`src/rtl/pad_pkg.sv`:
```
// Shared types and constants for the row sequencer and the column-padding engine.
package pad_pkg;

    typedef enum logic [2:0] {
        IDLE  = 3'd0,
        ARM   = 3'd1,
        ROW   = 3'd2,
        WAIT  = 3'd3,
        DRAIN = 3'd4,
        DONE  = 3'd5
    } state_e;

    localparam int unsigned TUSER_SOF = 0;
    localparam int unsigned TUSER_EOL = 1;
    localparam int unsigned TUSER_EOF = 2;

    // Narrowest row the padding engine can handle.
    localparam int unsigned PAD_MIN_W = 3;

endpackage

```
`src/rtl/axis_reg_slice.sv`:
```
// Single-entry forward register slice: registered valid/data, ready passes through.
module axis_reg_slice #(
    parameter int unsigned DATA_W = 8
) (
    input  logic              clk,
    input  logic              rst_n,
    input  logic              s_valid,
    output logic              s_ready_c,
    input  logic [DATA_W-1:0] s_data,
    output logic              m_valid,
    input  logic              m_ready,
    output logic [DATA_W-1:0] m_data
);

    logic              valid_q, valid_d;
    logic [DATA_W-1:0] data_q,  data_d;

    assign s_ready_c = ~valid_q | m_ready;
    assign m_valid   = valid_q;
    assign m_data    = data_q;

    always_comb begin
        valid_d = valid_q;
        data_d  = data_q;
        if (s_valid && s_ready_c) begin
            valid_d = 1'b1;
            data_d  = s_data;
        end else if (m_ready) begin
            valid_d = 1'b0;
        end
    end

    always_ff @(posedge clk or negedge rst_n) begin
        if (!rst_n) begin
            valid_q <= 1'b0;
            data_q  <= '0;
        end else begin
            valid_q <= valid_d;
            data_q  <= data_d;
        end
    end

endmodule

```
`src/rtl/pad_row_sequencer.sv`:
```
// Cuts an unframed pixel stream into rows for the padding engine, limits rows in
// flight, and counts returned rows to signal frame completion.
module pad_row_sequencer
    import pad_pkg::*;
#(
    parameter int unsigned TDATA_WIDTH  = 8,
    parameter int unsigned TUSER_WIDTH  = 5,
    parameter int unsigned TDEST_WIDTH  = 2,
    parameter int unsigned DIM_WIDTH    = 12,
    parameter int unsigned MAX_INFLIGHT = 1
) (
    input  logic                   clk,
    input  logic                   rst_n,
    input  logic                   cfg_start,
    input  logic [DIM_WIDTH-1:0]   cfg_width,
    input  logic [DIM_WIDTH-1:0]   cfg_height,
    input  logic                   s_axis_tvalid,
    output logic                   s_axis_tready,
    input  logic [TDATA_WIDTH-1:0] s_axis_tdata,
    input  logic [TDEST_WIDTH-1:0] s_axis_tdest,
    output logic                   m_axis_tvalid,
    input  logic                   m_axis_tready,
    output logic [TDATA_WIDTH-1:0] m_axis_tdata,
    output logic [TDEST_WIDTH-1:0] m_axis_tdest,
    output logic                   m_axis_tlast,
    output logic [TUSER_WIDTH-1:0] m_axis_tuser,
    input  logic                   ret_valid,
    input  logic                   ret_ready,
    input  logic                   ret_last,
    output logic                   busy,
    output logic                   frame_done,
    output logic                   cfg_err
);

    localparam int unsigned          PAY_W   = TDATA_WIDTH + TDEST_WIDTH + 1 + TUSER_WIDTH;
    localparam logic [DIM_WIDTH-1:0] ONE     = DIM_WIDTH'(1);
    localparam logic [DIM_WIDTH-1:0] MAX_OUT = DIM_WIDTH'(MAX_INFLIGHT);

    state_e               state_q, state_d;
    logic [DIM_WIDTH-1:0] w_q, w_d, h_q, h_d;
    logic [DIM_WIDTH-1:0] col_q, col_d, row_q, row_d;
    logic [DIM_WIDTH-1:0] outst_q, outst_d, returned_q, returned_d;
    logic                 busy_q, busy_d, frame_done_q, frame_done_d, cfg_err_q, cfg_err_d;

    logic                   in_row, slice_ready, s_fire, last_pix, issue, ret_ok;
    logic [TUSER_WIDTH-1:0] pix_user;
    logic [PAY_W-1:0]       m_pay;

    assign in_row        = (state_q == ROW);
    assign s_axis_tready = in_row & slice_ready;
    assign s_fire        = s_axis_tvalid & s_axis_tready;
    assign last_pix      = (col_q == w_q - ONE);
    assign issue         = s_fire & last_pix;
    // Returns with nothing outstanding are dropped so the count never underflows.
    assign ret_ok        = ret_valid & ret_ready & ret_last & (outst_q != '0)
                         & (state_q inside {ROW, WAIT, DRAIN});

    always_comb begin
        pix_user            = '0;
        pix_user[TUSER_SOF] = (row_q == '0) && (col_q == '0);
        pix_user[TUSER_EOL] = last_pix;
        pix_user[TUSER_EOF] = last_pix && (row_q == h_q - ONE);
    end

    axis_reg_slice #(.DATA_W(PAY_W)) u_slice (
        .clk       (clk),
        .rst_n     (rst_n),
        .s_valid   (s_axis_tvalid & in_row),
        .s_ready_c (slice_ready),
        .s_data    ({s_axis_tdata, s_axis_tdest, last_pix, pix_user}),
        .m_valid   (m_axis_tvalid),
        .m_ready   (m_axis_tready),
        .m_data    (m_pay)
    );

    assign {m_axis_tdata, m_axis_tdest, m_axis_tlast, m_axis_tuser} = m_pay;

    always_comb begin
        state_d    = state_q;
        w_d        = w_q;
        h_d        = h_q;
        col_d      = col_q;
        row_d      = row_q;
        outst_d    = outst_q;
        returned_d = returned_q;
        cfg_err_d  = 1'b0;

        // A simultaneous issue and return cancel out.
        case ({issue, ret_ok})
            2'b10:   outst_d = outst_q + ONE;
            2'b01:   outst_d = outst_q - ONE;
            default: outst_d = outst_q;
        endcase
        if (ret_ok) returned_d = returned_q + ONE;

        case (state_q)
            IDLE: begin
                if (cfg_start) begin
                    if (cfg_width < DIM_WIDTH'(PAD_MIN_W) || cfg_height == '0) begin
                        cfg_err_d = 1'b1;
                    end else begin
                        w_d     = cfg_width;
                        h_d     = cfg_height;
                        state_d = ARM;
                    end
                end
            end
            ARM: begin
                col_d      = '0;
                row_d      = '0;
                outst_d    = '0;
                returned_d = '0;
                state_d    = ROW;
            end
            ROW: begin
                if (s_fire) begin
                    if (last_pix) begin
                        col_d = '0;
                        row_d = row_q + ONE;
                        if (row_q == h_q - ONE)   state_d = DRAIN;
                        else if (outst_d == MAX_OUT) state_d = WAIT;
                    end else begin
                        col_d = col_q + ONE;
                    end
                end
            end
            WAIT:    if (outst_d < MAX_OUT) state_d = ROW;
            DRAIN:   if (returned_d == h_q) state_d = DONE;
            DONE:    state_d = IDLE;
            default: state_d = IDLE;
        endcase

        busy_d       = (state_d inside {ARM, ROW, WAIT, DRAIN});
        frame_done_d = (state_d == DONE);
    end

    always_ff @(posedge clk or negedge rst_n) begin
        if (!rst_n) begin
            state_q      <= IDLE;
            w_q          <= '0;
            h_q          <= '0;
            col_q        <= '0;
            row_q        <= '0;
            outst_q      <= '0;
            returned_q   <= '0;
            busy_q       <= 1'b0;
            frame_done_q <= 1'b0;
            cfg_err_q    <= 1'b0;
        end else begin
            state_q      <= state_d;
            w_q          <= w_d;
            h_q          <= h_d;
            col_q        <= col_d;
            row_q        <= row_d;
            outst_q      <= outst_d;
            returned_q   <= returned_d;
            busy_q       <= busy_d;
            frame_done_q <= frame_done_d;
            cfg_err_q    <= cfg_err_d;
        end
    end

    assign busy       = busy_q;
    assign frame_done = frame_done_q;
    assign cfg_err    = cfg_err_q;

endmodule

```
`config.mk`:
```
export PLATFORM = sky130hd
export DESIGN_NAME = pad_row_sequencer
export DESIGN_NICKNAME = d
export VERILOG_FILES = /design/src/rtl/pad_pkg.sv /design/src/rtl/axis_reg_slice.sv /design/src/rtl/pad_row_sequencer.sv
export SDC_FILE = /design/constraint.sdc
export NUM_CORES = 1
export LEC_CHECK = 0
export ABC_AREA = 1
export BUFFER_PORTS_ARGS = -buffer_cell sky130_fd_sc_hd__buf_2
export CORE_MARGIN = 2
export CORE_UTILIZATION = 50
export CTS_CLUSTER_SIZE = 25
export DETAILED_ROUTE_END_ITERATION = 16
export PLACE_DENSITY = 0.69
export SLEW_MARGIN = 10
export SYNTH_ARGS = -nofsm -noshare
export SYNTH_HDL_FRONTEND = slang
export SYNTH_SLANG_ARGS = --single-unit
```
`constraint.sdc`:
```
create_clock -name clk -period 6.4 [get_ports clk]
set_clock_uncertainty 0.15 [all_clocks]
set_input_delay 0.32 -clock clk [delete_from_list [all_inputs] [get_ports clk]]
set_output_delay 0.32 -clock clk [all_outputs]
set_load 0.02 [all_outputs]
```
Yosys cells after proc, flatten, opt, wreduce, memory -nomap -nowiden
Index checks and enable logic that the tools add are counted.

Bits in registers: 93. Bits in latches: 0. Memory bits (writable): 0. Memory bits (read-only): 0. Input bits: 42. Output and inout port bits: 21. Logic and storage cells: 89. Memories kept: 0.

Add/sub/neg operators: 7. $mul: 0. Divide/modulo/power cells: 0. Order comparisons: 2. Equality and inequality tests: 17. Shift operators: 0. Mux-type cells: 24. Bitwise gates (word level): 11. Reduce and logical (&&, ||, !) cells: 16.

Operator list (number): 12-bit 2-to-1 mux (7); 12-bit case mux with 2 select lines (3); 12-bit by 1-bit adder with 12-bit output (second input constant) (4); 12-bit equality test (3); 12-bit zero test (3); 12-bit by 1-bit subtractor with 12-bit output (second input constant) (3); 3-bit 2-to-1 mux (8); 3-bit case mux with 5 select lines (1); 12-bit by 1-bit equality test with 1-bit output (second input constant) (1); 3-bit by 2-bit equality test with 1-bit output (second input constant) (4); 12-bit by 1-bit < comparator with 1-bit output (second input constant) (1); 12-bit by 2-bit < comparator with 1-bit output (second input constant) (1); 12-bit nonzero test (1); 3-bit equality test (second input constant) (3); 1-bit AND (8); 3-bit by 1-bit equality test with 1-bit output (second input constant) (2); 3-bit AND reduction (2); 1-bit 2-to-1 mux (5); 2-bit by 1-bit inequality test with 1-bit output (second input constant) (2); 2-bit nonzero test (2); 4-bit nonzero test (1); 1-bit logical AND (3); 3-bit zero test (1); 3-bit nonzero test (1); other kinds (6) (7).

Depth between registers and ports, before layout
Gate-level depths: netlist of run 1.

Depth after elaboration: 15. Mapped depth: 32. Gate-level depth less buffers: 31.

Cells and area by module
A second synthesis of run 1 with hierarchy kept.

Cell total of the unflattened synthesis: 977. Area, all modules: 6670.1 um2.

By module, submodules not included: pad_row_sequencer (times used 1, cells an instance 904, area an instance 5955.7 um2, sequential area each 1951.9 um2); axis_reg_slice (times used 1, cells an instance 73, area an instance 714.4 um2, sequential area each 425.4 um2).

Worst setup path after synthesis of run 1
No wires, ideal clock.

Path kind: reg2reg. Start point: register w_q[0]. End point: register busy_q, in the netlist busy. Library setup time: 0.117 ns. Arrival: 3.462 ns. Required time: 6.133 ns. Path slack: 2.671 ns. Cell stages (with the launch flop): 28. Path buffers: 1. Period minus slack after synthesis: 3.729 ns. Cell sequence: dfrtp_1 inv_1 ha_1 inv_1 nand2_1 nand2_1 nand2_1 nand2_1 nor2_1 nand3_1 nor2_2 nand4_2 ha_1 ha_1 clkbuf_1 or2_2 nand3_1 nand3b_1 nand3_1 nand2_1 nor2_1 nand2_1 nor2_1 nand2_1 a21oi_1 nand4_1 nand2_1 nand2_1.

Cells in the longest elaborated chain, start to end: 13. Elaborated cells between the ends (all ways): 19. Classes of those cells: add/sub (1); order compare (1); eq/ne (8); mux (7); bitwise (1); reduce/logical (1).

RTL lines: start: declaration (RTL line pad_row_sequencer.sv:40) `logic [DIM_WIDTH-1:0] w_q, w_d, h_q, h_d;`; start signal: assignment (RTL line pad_row_sequencer.sv:151) `w_q <= w_d;`; 12-bit by 1-bit subtractor with 12-bit output * (RTL line pad_row_sequencer.sv:52) `assign last_pix = (col_q == w_q - ONE);`; 12-bit equality test * (RTL line pad_row_sequencer.sv:52); parallel branches: the longest is 8 deep, another holds 12-bit by 1-bit < comparator with 1-bit output; 3-bit case mux with 5 select lines * (RTL line pad_row_sequencer.sv:96) `case (state_q)`; 3-bit by 1-bit equality test with 1-bit output (tied with other cells) (RTL line pad_row_sequencer.sv:133) `busy_d = (state_d inside {ARM, ROW, WAIT, DRAIN});`; 4-bit nonzero test * (RTL line pad_row_sequencer.sv:133); named net busy_d (RTL line pad_row_sequencer.sv:43) `logic busy_q, busy_d, frame_done_q, frame_done_d, cfg_err_q, cfg_err_d;`; end signal: assignment (RTL line pad_row_sequencer.sv:157) `busy_q <= busy_d;`; end: declaration (RTL line pad_row_sequencer.sv:43).

Mark *: on every way through the listed nets, which the timed path passes. A chain may end at the register's enable or synchronous reset.

Worst setup path after layout of run 1
Same ends and word-level chain as after synthesis.

==> impl_metrics.toml, run 1 <==
[synth]
synth.top_cell.area_share_pct = 35.43
ys_types = 40
syn-cell-area_um2 = 6499
async_flop_share_pct = 100.0
synthTopCellsByArea = "dfrtp_1 35%, nand2_1 20%, nor2_1 7.3%"
synth_commonest_cells = "338 x nand2_1, 127 x nor2_1, 110 x inv_1"
synth.ff_latch_count = 92
synth_most_common_cell = "nand2_1"
dominantRegCellSynth = "dfrtp_1"
seq_area_frac_synth_pct = 35.43
yosysTopAreaCell = "dfrtp_1"
synth_warnings = 0
synth-edff-count = 0
synth_area_per_cell_um2 = 6.604
synth_cells = 984

[global_route]
grt_pass1_wl_mm = 27.59
grt_pass1_vias = 5896
met2_usage_pct = 40.95
grt_util_met1_pct = 31.93
grt.overflow.total = 0
busiest_layer = "met2"
grt_util_met3_pct = 2.955
antenna_found_initial = 0
grt_max_degree = 71
grtUsageTotal_pct = 24.23

[layout]
antennaDiodeCount = 0
drive_above_1_share_pct = 11.43
multi_input_area_um2 = 3662
syn_to_final_growth_pct = 12.96
regArea_um2 = 2302
fin_cells = 1222
final_nets = 1106
fillers = 1272
finalInstanceArea_um2 = 7341
finish.utilization_pct = 57.93

[floorplanning]
io_pins = 63
start_util_pct = 51.29
fp.dieArea_um2 = 13930
dieHeight_um = 118.0
rows = 41
fp.coreArea_um2 = 12670
die_w_um = 118.0

[detailed_routing]
routed_wl_mm = 15.99
vias = 6239
antenna_left = 0
wire_per_inst_um = 13.08
drtIter0Drc = 395
via_per_inst = 5.106
drc_errors = 0
dr.pass1.iters = 5

[timing]
hold_ws_ps = 8.614
fin_ws_ps = 2097
min_period_ps = 4303
rsz0062_at_grt = "no"
fin_crit_sh_pct = 67.24
tns_ps = 0
setup_viol = 0
hold_viol_final = 0
relSlewSlack_pct = 41.15
slew_violations = 0
worst_slew_pin_slew_ps = 882.8
max_freq_mhz = 232.4

[clock_tree]
htreeDepth = 3
numCtsBuffers = 9
cts_root_buf = "clkbuf_16"
clk_path_buf_depth = 2
postCtsSetupBuffers = 0
clock_sinks = 92
insertion_delay_ps = 360
cts_tree = "done"
path_clk_slew_ps = 80

[min_path]
whs_path_depth = 3
min_path_type = "in2reg"
holdPathEnd = "u_slice.m_data[12]"
hp-start = "s_axis_tdata[4]"

[worst_setup_path]
reg2reg_to = "busy"
r2r_cells = 27
r2r_slack_ps = 2100
critPathRequiredTime_ps = 6510
timing.rr.start = "w_q[0]"
arrival_ps = 4410
crit_fanout = 12
end_kind = "flip-flop"
path_class = "reg2reg"
cp-start-kind = "flip-flop"

[run_status]
status = "finished clean"

[place]
postPlaceCellArea_um2 = 6945
placed_cells_incl_taps = 1199
gp_congestion = 0.9056
dp_hpwl_mm = 12.41
place_ws_ps = 2144
portBuffers = 60

[run]
drv_cap = 0

[power]
leakage_nw = 3.961
p_per_area_nw_per_um2 = 410.4
total_power_mw = 3.012
irDropWorstVdd_v = 0.0002487
[logic make-up (layout without fill, tap and decap cells)]
group                    count (synthesis)  count (layout)  share of synthesized area, %
adder cells (fa/ha/maj)                 19              19                         3.774
AND/OR/NAND/NOR                        639             639                         42.88
other                                    1               2                       0.05770
XOR/XNOR                                31              31                         4.178
AO/OA/AOI/OAI                           65              65                         5.371
buffers and inverters                  137             202                         8.317
flip-flops                              92              92                         35.43
[worst max-delay path: stages (launching register included)]
cell,delay [ps]
dfrtp_1,380
inv_1,140
ha_1,280
inv_1,60
nand2_1,80
nand2_1,60
nand2_1,50
nand2_1,50
nor2_1,100
nand3_1,100
nor2_2,180
nand4_2,160
ha_1,430
ha_1,420
a21oi_1,290
nor2_1,70
nor2_1,120
nand2_1,60
nand2_1,50
nand3_1,60
nand2_1,100
nand3_1,70
nor2_1,220
nand2_1,120
a21oi_1,180
nand4_1,90
nand2_1,70
nand2_1,50
[layer usage]
metal	wire, µm	vias to the layer above	part of all wire (%)
met5	0	-	0
met4	343	0	2.1
met3	568	29	3.6
met2	7734	128	48
met1	7339	2852	46
li1	-	3230	-
[final cells by class]
cell class / instances / area share, %
multi-input cells: 756 / 49.89
well taps: 172 / 2.932
repair buffers: 70 / 5.386
clock buffers: 9 / 3.068
clock inverters: 7 / 1.364
flip-flops and latches: 92 / 31.36
inverters: 116 / 6.000
[sequential cells by signal, summed over array words and instances, names as in the netlist, 3 cells and up]
| register | count |
|---|---|
| col_q | 12 |
| state_q | 3 |
| outst_q | 12 |
| h_q | 12 |
| u_slice.m_data | 13 |
| row_q | 12 |
| returned_q | 12 |
| w_q | 12 |
[power breakdown]
group / internal (mW) / switching, mW / total, mW / leakage [nW]
logic: 0.505 / 0.948 / 1.45 / 2.59
registers: 0.767 / 0.210 / 0.977 / 1.21
clock network: 0.319 / 0.263 / 0.582 / 0.161
[cell usage in the layout, fill, tap and decap left out, types with 2 or more instances in the layout]
master         synthesis  final
a21oi_1               26     26
and2_1                 3      3
buf_2                  4     59
buf_4                  4      4
clkbuf_16              0      9
conb_1                 1      2
dfrtp_1               92     92
dlygate4sd3_1          0      7
ha_1                  18     18
inv_1                110    110
inv_2                  3      3
inv_4                  2      2
inv_8                  0      4
nand2_1              338    338
nand2_2                7      7
nand3_1               89     89
nand3b_1               5      5
nand4_1               18     18
nor2_1               127    126
nor2_2                 8      9
nor2_4                 4      4
nor3_1                12     12
nor3_4                 2      2
nor3b_1                3      3
nor4_1                10     10
o211ai_1               2      2
o21a_1                 3      3
o21ai_0               30     30
or2_2                  9      9
xnor2_1                5      5
xor2_1                26     26
[repair_timing]
item | CTS | global route
hold buffers | 7 | 0
gates resized for setup | 0 | 0
hold endpoints to repair | 28 | 0
setup endpoints to repair | 0 | 0
[worst max-delay path by stage]
stage	end	start	depth (start not counted)	slack, ps
finish	busy	w_q[0]	27	2100
global route	busy	w_q[0]	26	1640
CTS	busy	w_q[0]	27	2130
detailed placement	busy	w_q[0]	27	2140
global placement	busy	state_q[2]	24	2220
floorplan	busy	w_q[0]	27	2670
Note: power is estimated with default switching activity, not from simulation.
==> run 2: changes to the inputs <==
Settings changed: PLACE_DENSITY 0.69 to 0.72.
Clock period 6.4 ns to 3.6 ns, I/O delays scaled along.
==> run 2 against run 1 <==
Against the previous run: the run now ends with negative setup slack left; core utilization grew 9.2 points; global-route usage increased by 1.9 points; sequential power is 76% higher; critical endpoint unchanged; cell count up 8.2%.
==> impl_metrics.toml, run 2 (synthesized netlist as in run 1, its figures left out) <==
[clock_tree]
insertion_delay_ps = 360
htreeDepth = 3
numCtsBuffers = 9
cts_tree = "done"
clock_sinks = 92
clk_path_buf_depth = 2
path_clk_slew_ps = 70
cts_root_buf = "clkbuf_16"

[layout]
largest_reg_flops = 13
multi_input_area_um2 = 4006
regArea_um2 = 2302
antennaDiodeCount = 0
final_common_cell = "nand2_1"
syn_to_final_growth_pct = 30.84
fillers = 1071
layout_common_cells = "316 x nand2_1, 116 x nor2_1, 102 x inv_1, 92 x dfrtp_1, 78 x nand3_1"
fin_cells = 1322
finalInstanceArea_um2 = 8503
finish.utilization_pct = 67.11
final_nets = 1206
drive_above_1_share_pct = 22.43

[worst_setup_path]
reg2reg_to = "busy"
crit_buf_inv = 4
r2r_cells = 31
path_class = "reg2reg"
crit_fanout = 7
arrival_ps = 3830
critPathRequiredTime_ps = 3700
cpPeakStageDelay_ps = 360
timing.rr.start = "w_q[1]"
cp-start-kind = "flip-flop"
end_kind = "flip-flop"
critical_path.top_delay_family = "simple AND/OR/NAND/NOR gates"
crit_slowest_cell = "dfrtp_1"
r2r_slack_ps = -130

[detailed_routing]
dr.pass1.iters = 5
wire_per_inst_um = 13.55
via_per_inst = 5.055
drtIter0Drc = 449
drc_errors = 0
antenna_left = 0
vias = 6683
routed_wl_mm = 17.92

[place]
placed_cells_incl_taps = 1254
portBuffers = 60
dp_hpwl_mm = 12.78
postPlaceCellArea_um2 = 7373
place_ws_ps = -276.6
gp_congestion = 0.9162

[power]
total_power_mw = 5.966
irDropWorstVdd_v = 0.0005873
leakage_nw = 4.456
p_per_area_nw_per_um2 = 701.6

[floorplanning]
rows = 41
io_pins = 63
fp.coreArea_um2 = 12670
dieHeight_um = 118.0
start_util_pct = 51.29
fp.dieArea_um2 = 13930
die_w_um = 118.0

[global_route]
grt_max_degree = 73
grt_pass1_vias = 6480
antenna_found_initial = 0
grt.overflow.total = 0
grt_pass1_wl_mm = 29.68
grtUsageTotal_pct = 26.14

[timing]
fin_crit_sh_pct = 103.5
min_period_ps = 3726
worst_slew_pin_slew_ps = 928.4
rsz0062_at_grt = "yes"
fin_ws_ps = -125.7
setup_viol = 2
max_freq_mhz = 268.4
relSlewSlack_pct = 38.11
slew_violations = 0
hold_viol_final = 0
hold_ws_ps = 166.3
tns_ps = -227.6

[run]
drv_cap = 0

[min_path]
min_path_type = "in2reg"
whs_path_depth = 4
hp-start = "s_axis_tvalid"
holdPathEnd = "u_slice.m_valid"

[run_status]
violations = "negative setup slack"
status = "finished with violations"
==> run 2: cell types whose count changed in the layout (fill, tap and decap cells not counted), moves of 12 or more <==
cell / before / now
buf_4: 4 / 73
dlygate4sd3_1: 7 / 37
nand2_1: 338 / 316
nand2_2: 7 / 27
ha_1: 18 / 6
ha_4: 0 / 12
==> run 2: what timing repair did <==
| action | 4_1_cts | 5_1_grt |
|---|---|---|
| gates resized for setup | 41 | 37 |
| setup buffers | 13 | 2 |
| endpoints found under the setup margin | 2 | 2 |
| hold endpoints to repair | 107 | 0 |
| pin swaps | 20 | 32 |
| hold buffers | 37 | 0 |
==> run 2: metal layers <==
metal	GRT usage [%]	part of all wire (%)	vias to the layer above
li1	-	-	3441
met1	31.16	43	3051
met2	46.37	50	150
met3	5.329	3.7	41
met4	9.639	3.0	0
met5	0	0	-
==> run 2: worst max path at each step <==
stage                     depth (start not counted)  startpoint  slack, ps   end
final                                            31      w_q[1]       -130  busy
after global routing                             31      w_q[1]       -390  busy
after CTS                                        29      w_q[1]        -80  busy
after detailed placement                         28      w_q[1]       -280  busy
after global placement                           26      w_q[1]       -180  busy
after floorplan                                  26      w_q[0]         20  busy
==> run 2: cell type report <==
class | count | share of cell area, %
inverter | 116 | 5.180
multi-input combinational | 756 | 47.12
clock inverter | 7 | 1.001
sequential | 92 | 27.07
tap | 172 | 2.531
timing repair buffer | 170 | 14.45
clock buffer | 9 | 2.649
==> run 2: power breakdown <==
| group | internal (mW) | switching (mW) |
|---|---|---|
| clock network | 0.555 | 0.445 |
| registers | 1.36 | 0.355 |
| logic | 1.33 | 1.92 |
| total | 3.25 | 2.72 |
==> run 2: tightest hold or removal path, stage by stage <==
cell,delay (ps)
buf_2,100
nand2_4,60
buf_4,200
o21ai_0,100
